File: config.mk
export PLATFORM = sky130hd
export DESIGN_NAME = perlin_scan_driver
export DESIGN_NICKNAME = d
export VERILOG_FILES = /design/src/rtl/perlin_scan_driver.sv
export SDC_FILE = /design/constraint.sdc
export NUM_CORES = 1
export LEC_CHECK = 0
export CAP_MARGIN = 30
export CELL_PAD_IN_SITES_DETAIL_PLACEMENT = 1
export CELL_PAD_IN_SITES_GLOBAL_PLACEMENT = 1
export CORE_MARGIN = 4
export CORE_UTILIZATION = 37
export CTS_CLUSTER_DIAMETER = 60
export DETAILED_ROUTE_END_ITERATION = 8
export MAX_ROUTING_LAYER = met4
export PLACE_DENSITY_LB_ADDON = 0.1
export SYNTH_ARGS = -nofsm -noshare
export SYNTH_HDL_FRONTEND = slang
export SYNTH_SLANG_ARGS = --single-unit
File: constraint.sdc
create_clock -name clk -period 2.5 [get_ports clk]
set_input_delay 0.375 -clock clk [delete_from_list [all_inputs] [get_ports clk]]
set_output_delay 0.375 -clock clk [all_outputs]
set_load 0.02 [all_outputs]
File: src/rtl/perlin_scan_driver.sv
// rtl/perlin_scan_driver.sv - VGA raster counters, frame time and aligned sync for the Perlin pixel path
//
// Generates x/y raster coordinates and the per-frame animation time t that
// feed the noise generator, plus hsync/vsync/display_on lined up with the
// generator's registered noise output.
//
// Ports:
//   clk          in   1   pixel clock
//   rst          in   1   asynchronous reset, active-high
//   speed        in   4   amount added to t on each frame wrap
//   x            out  10  horizontal counter, 0..H_TOTAL-1
//   y            out  10  vertical counter, 0..V_TOTAL-1
//   t            out  16  frame time accumulator (wraps mod 2^16)
//   frame_start  out  1   x==0 && y==0, undelayed
//   hsync        out  1   horizontal sync, active-low, aligned to noise
//   vsync        out  1   vertical sync, active-low, aligned to noise
//   display_on   out  1   visible-area flag, aligned to noise
//
// Build option: PERLIN_SCAN_DELAY_EN
//   defined   - sync/display flags pass through a PIPE_DELAY-stage delay line
//   undefined - sync/display flags are the raw counter decode, no delay

module perlin_scan_driver #(
  parameter int H_DISPLAY  = 640,
  parameter int H_FRONT    = 16,
  parameter int H_SYNC     = 96,
  parameter int H_BACK     = 48,
  parameter int V_DISPLAY  = 480,
  parameter int V_FRONT    = 10,
  parameter int V_SYNC     = 2,
  parameter int V_BACK     = 33,
  parameter int PIPE_DELAY = 2
) (
  input  logic        clk,
  input  logic        rst,
  input  logic [3:0]  speed,
  output logic [9:0]  x,
  output logic [9:0]  y,
  output logic [15:0] t,
  output logic        frame_start,
  output logic        hsync,
  output logic        vsync,
  output logic        display_on
);

  localparam int H_TOTAL = H_DISPLAY + H_FRONT + H_SYNC + H_BACK;
  localparam int V_TOTAL = V_DISPLAY + V_FRONT + V_SYNC + V_BACK;

  localparam logic [9:0] X_LAST   = 10'(H_TOTAL - 1);
  localparam logic [9:0] Y_LAST   = 10'(V_TOTAL - 1);
  localparam logic [9:0] X_VIS    = 10'(H_DISPLAY);
  localparam logic [9:0] Y_VIS    = 10'(V_DISPLAY);
  localparam logic [9:0] HS_START = 10'(H_DISPLAY + H_FRONT);
  localparam logic [9:0] HS_END   = 10'(H_DISPLAY + H_FRONT + H_SYNC);
  localparam logic [9:0] VS_START = 10'(V_DISPLAY + V_FRONT);
  localparam logic [9:0] VS_END   = 10'(V_DISPLAY + V_FRONT + V_SYNC);

`ifdef PERLIN_SCAN_DELAY_EN
  localparam int DELAY = PIPE_DELAY;
`else
  // Without the delay line the flags are combinational; PIPE_DELAY has no effect.
  localparam int DELAY = PIPE_DELAY * 0;
`endif

  // Sync/display flags packed as {hs, vs, de}; reset value of each delay stage.
  localparam logic [2:0] FLAGS_RESET = 3'b110;

  logic [9:0]  x_q, x_d;
  logic [9:0]  y_q, y_d;
  logic [15:0] t_q, t_d;

  logic        hs_raw;
  logic        vs_raw;
  logic        de_raw;
  logic [2:0]  flags_raw;

  // Line wrap and frame wrap resolve in one step, so y never shows V_TOTAL.
  always_comb begin
    x_d = x_q + 10'd1;
    y_d = y_q;
    t_d = t_q;
    if (x_q == X_LAST) begin
      x_d = 10'd0;
      if (y_q == Y_LAST) begin
        y_d = 10'd0;
        // speed only matters on this edge; it is ignored the rest of the frame
        t_d = t_q + {12'd0, speed};
      end else begin
        y_d = y_q + 10'd1;
      end
    end
  end

  always_ff @(posedge clk or posedge rst) begin
    if (rst) begin
      x_q <= 10'd0;
      y_q <= 10'd0;
      t_q <= 16'd0;
    end else begin
      x_q <= x_d;
      y_q <= y_d;
      t_q <= t_d;
    end
  end

  assign x           = x_q;
  assign y           = y_q;
  assign t           = t_q;
  assign frame_start = (x_q == 10'd0) && (y_q == 10'd0);

  assign hs_raw    = ~((x_q >= HS_START) && (x_q < HS_END));
  assign vs_raw    = ~((y_q >= VS_START) && (y_q < VS_END));
  assign de_raw    = (x_q < X_VIS) && (y_q < Y_VIS);
  assign flags_raw = {hs_raw, vs_raw, de_raw};

  if (DELAY == 0) begin : g_direct
    assign {hsync, vsync, display_on} = flags_raw;
  end else begin : g_delay
    // Stage 0 holds the newest sample; the last stage drives the outputs.
    logic [2:0] pipe_q [DELAY];

    always_ff @(posedge clk or posedge rst) begin
      if (rst) begin
        for (int i = 0; i < DELAY; i++) begin
          pipe_q[i] <= FLAGS_RESET;
        end
      end else begin
        pipe_q[0] <= flags_raw;
        for (int i = 1; i < DELAY; i++) begin
          pipe_q[i] <= pipe_q[i-1];
        end
      end
    end

    assign {hsync, vsync, display_on} = pipe_q[DELAY-1];
  end

endmodule

==> Word level (Yosys, flattened, before mapping) <==
Index checks and enable logic that the tools add are counted.
Widths: inputs -> output; s select.
{ "totals": {"out_inout_bits": 40, "regBits": 36, "elab_cells": 25, "in_bits": 6} }
{ "op_classes": {"eq_ne": 2, "bitwise_logic": 2, "n_lt_le_gt_ge": 6, "reduce_logical": 7, "add_sub_neg": 3, "n_mux": 2} }
{ "op_table": {"columns": ["cell", "n"], "rows": [
  ["$add 10x1->10 const B", 2],
  ["$eq 10x10->1 const B", 2],
  ["$logic_not 10->1", 2],
  ["$lt 10x10->1 const B", 2],
  ["$lt 10x9->1 const B", 2],
  ["$mux 10", 2],
  ["$add 16x4->16", 1],
  ["$ge 10x10->1 const B", 1],
  ["$ge 10x9->1 const B", 1],
  ["$logic_and 1x1->1", 4],
  ["$not 1->1", 2],
  ["$reduce_and 2->1", 1]
]} }

==> Depth between registers and ports, before layout <==
{ "logic_depth": {"depth_word": 3, "mapped_depth": 7} }

==> Worst setup path after synthesis <==
OpenSTA, ideal clock, no wires.
{ "synth_timing": {"kind": "register to output", "start": "reg y_q[0] (netlist: y[0])", "end": "out frame_start", "required_ps": 2125, "path_stages_with_launch": 6, "slack_ps": 227, "arrival_time_ps": 1898, "path_cell_list": "dfrtp_1 -> inv_1 -> ha_1 -> nor4b_1 -> nand4_1 -> nor4_1"} }
{ "synth_via": {"elab_chain_cells": 2} }
{ "synth_lines": {"columns": ["item", "line", "source"], "rows": [
  ["start: declaration", "69", "logic [9:0] y_q, y_d;"],
  ["start signal: assignment", "101", "y_q <= y_d;"],
  ["$logic_not 10->1", "109", "assign frame_start = (x_q == 10'd0) && (y_q == 10'd0);"],
  ["$logic_and 1x1->1", "109", null],
  ["end: declaration", "40", "output logic frame_start,"]
]} }
Every way passes these cells.

==> Final worst setup path <==
{ "layout_timing": {"start": "reg x_q[5] (netlist: x[5])", "end": "reg t_q[13] (netlist: t[13])"} }
{ "layout_via": {"elab_chain_cells": 2} }
{ "layout_lines": {"columns": ["item", "line", "source"], "rows": [
  ["start: declaration", "68", "logic [9:0] x_q, x_d;"],
  ["start signal: assignment", "96", "x_q <= 10'd0;"],
  ["start signal: assignment", "100", "x_q <= x_d;"],
  ["$eq 10x10->1", "82", "if (x_q == X_LAST) begin"],
  ["$reduce_and 2->1 (no source line)", null, null],
  ["end signal: assignment", "102", "t_q <= t_d;"],
  ["end: declaration", "70", "logic [15:0] t_q, t_d;"]
]} }
Every way passes these cells.
A chain may end at the register's enable or synchronous reset.

==> impl_metrics.py <==
metrics = {
    "run_status": {
        "outcome": "finished, final reports clean",
    },
    "route": {
        "drtIter0Drc": 50,
        "first_pass_iters": 4,
        "routed_wl_mm": 4.78,
        "drtAntennaViolNets": 0,
        "drc_errors": 0,
        "vias": 1631,
        "avgRoutedWirePerCell_um": 14.7,
        "via_per_inst": 5.02,
    },
    "cells_and_area": {
        "fin_nets": 273,
        "area_growth_pct": 37.2,
        "diodes": 0,
        "drive_gt1_frac": 0.0969,
        "fill_cells": 563,
        "finish.instance_area_um2": 2590,
    },
    "floorplan": {
        "core_area_um2": 4850,
        "die_h_um": 79.5,
        "initial_utilization": 0.390,
        "fp.dieW_um": 79.5,
        "die-area_um2": 6320,
        "ios": 46,
        "fp-row-count": 25,
    },
    "synthesis": {
        "seq_area_frac_synth": 0.477,
        "synth_compound_area_frac": 0.0589,
        "synth_xor_area_frac": 0.120,
        "netlist_instances": 195,
        "synthAdderAreaFrac": 0.0702,
        "synth_cell_types": 30,
        "synth.net_count": 211,
        "synthSimpleGateAreaFrac": 0.255,
        "ys_ff_latch": 36,
        "syn_avg_cell_area_um2": 9.70,
        "synth_top_family_by_area": "simple AND/OR/NAND/NOR gates",
        "syn_area_um2": 1890,
        "ys.warnings.count": 0,
        "synthMuxAreaShare": 0,
    },
    "setup_path": {
        "worstRegToRegCells": 5,
        "r2r-start": "x[5]",
        "critPathMaxFanout": 8,
        "r2r_slack_ns": 0.24,
        "critPathKind": "reg2reg",
        "worstSetupStartpoint": "x[5]",
        "r2r_end": "t[13]",
        "start_kind": "flip-flop",
        "cp.arrival_ns": 2.43,
        "crit_path_top_delay_cell": "or4b_4",
        "crit_chain": "or4b_4 > or3_1 > nor3_4 > nand4_1 > xnor2_1",
        "endpoint": "t[13]",
        "critPathRequiredTime_ns": 2.67,
        "slowest_delay_ns": 0.58,
        "critPathCaptureType": "flip-flop",
    },
    "grt": {
        "grt.total_usage": 0.171,
        "grt_pass1_wl_mm": 8.31,
        "grt_max_degree": 37,
        "antenna_found_initial": 0,
        "overflow": 0,
        "grt_pass1_vias": 1723,
    },
    "clocking": {
        "cts_buffer_depth": 2,
        "numCtsBuffers": 5,
        "cts_tree": "built",
        "cts.sinks": 36,
        "post_cts_buffers": 0,
        "path_clk_slew_ns": 0.07,
        "clk_latency_ns": 0.28,
        "htree_num_levels": 2,
        "cts_hold_buf": 0,
        "clockRootBuffer": "clkbuf_8",
    },
    "hold_path": {
        "hp-start": "t[15]",
        "min-delay-path-class": "reg2reg",
        "hold_path_depth": 1,
    },
    "sta": {
        "whs_ns": 0.479,
        "period_share": 0.904,
        "setup_tns_ns": 0,
        "finalWorstPathRequiredPeriod_ns": 2.26,
        "final-hold-violation-count": 0,
        "finalSetupViolations": 0,
        "drv_slew": 0,
        "slew_headroom": 0.692,
        "finalWorstSetupSlack_ns": 0.241,
        "finalClockSkew_ns": 0.00664,
        "rsz0062_at_grt": "false",
        "clock.fmax_mhz": 443,
        "worst_pin_slew_ns": 0.458,
    },
    "flow_run": {
        "cap_violations": 0,
    },
    "placed_design": {
        "place_congestion": 0.765,
        "dpl.hpwl_mm": 3.60,
        "place_area_um2": 2510,
        "post-place-ws_ns": 0.0891,
        "numPortBuffers": 45,
    },
    "power_and_ir_drop": {
        "ir_worst_vdd_mv": 0.189,
        "leakage_nw": 1.14,
        "power-per-cell-area_nw_per_um2": 407,
    },
}
where the power goes:
part / total, W / internal [W] / switching (W)
combinational: 0.0000412 / 0.0000174 / 0.0000238
sequential: 0.000582 / 0.000582 / 0
clock: 0.000432 / 0.000220 / 0.000211
Yosys cell counts, drive strengths merged:
master / n / area share
a21oi: 3 / 0.0079
xnor2: 14 / 0.065
buf: 1 / 0.0026
o21ai: 10 / 0.026
o211ai: 1 / 0.0040
or3: 2 / 0.0066
nor4b: 2 / 0.0093
nor2: 18 / 0.036
xor2: 12 / 0.056
nand4: 7 / 0.023
nand3: 15 / 0.040
and3: 4 / 0.013
dfrtp: 36 / 0.48
inv: 7 / 0.014
a211o: 1 / 0.0046
or4b: 1 / 0.0073
nor3: 9 / 0.035
clkbuf: 1 / 0.0020
ha: 9 / 0.060
nor4: 3 / 0.0099
o21a: 2 / 0.0079
a21o: 2 / 0.0079
and4: 1 / 0.0046
nand2b: 1 / 0.0033
nand2: 29 / 0.058
fa: 1 / 0.011
and2: 2 / 0.0066
nor2b: 1 / 0.0033
registers in the layout, indices dropped and copies added, names as in the netlist:
name,count
t,16
x,10
y,10
layout by cell type (no fill, tap or decap), types with 2 or more instances in the layout:
master	Yosys	final
a21o_1	2	2
a21oi_1	3	3
and2_1	2	2
and3_1	4	4
buf_4	0	12
clkbuf_8	0	6
clkdlybuf4s50_1	0	44
clkinv_2	0	2
dfrtp_1	36	36
ha_1	9	9
inv_1	7	7
nand2_1	29	29
nand3_1	15	15
nand4_1	7	7
nor2_1	18	18
nor3_1	6	6
nor3_2	2	2
nor4_1	3	3
nor4b_1	2	2
o21a_1	2	2
o21ai_0	10	10
or3_1	2	2
xnor2_1	14	14
xor2_1	12	12
worst max-delay path, delay by kind of cell (launching register included):
family	cells	cell delay, ns
xor+xnor	1	0.15
flops	1	0.46
simple gates	4	1.53
logic make-up (layout without fill, tap and decap cells):
kind of cell	count (synthesis)	count (layout)
AO/OA/AOI/OAI	19	19
XOR/XNOR	26	26
adder cells (fa/ha/maj)	10	10
buffers and inverters	9	72
flip-flops	36	36
AND/OR/NAND/NOR	95	95
per-stage QoR:
| step | utilization | cells | power, W |
|---|---|---|---|
| after CTS | 0.536 | 325 | 0.00107 |
| after global routing | 0.535 | 325 | 0.00111 |
| after global placement | 0.517 | 317 | 0.000635 |
| after detailed placement | 0.517 | 317 | 0.000636 |
| final | 0.535 | 325 | 0.00105 |
| after floorplan | - | 195 | 0.000618 |
metal layers:
metal  global-route usage  part of all wire  up-vias
met5                    -                 0        -
met3               0.0282             0.034        5
li1                     -                 -      794
met4               0.0361            0.0069        0
met1                0.222              0.46      801
met2                0.281              0.50       31
how the worst min path moves through the flow:
stage	to	slack, ns
after floorplan	t[0]	0.54
after global placement	t[15]	0.47
after detailed placement	t[15]	0.46
after CTS	t[15]	0.48
after global routing	t[8]	0.52
final	t[15]	0.48
area by class of cell:
cell class | count | area (um2) | area share
clock inverters | 2 | 10.0 | 0.00386
multi-input cells | 150 | 955 | 0.368
well taps | 67 | 83.8 | 0.0323
inverters | 7 | 26.3 | 0.0101
clock buffers | 6 | 82.6 | 0.0318
flip-flops and latches | 36 | 901 | 0.347
repair buffers | 57 | 536 | 0.206
what timing repair did:
action / CTS / global route
endpoints found under the setup margin: 1 / 1
pin swaps: 0 / 0
resized for setup: 1 / 3
(Power assumes the default switching activity.)
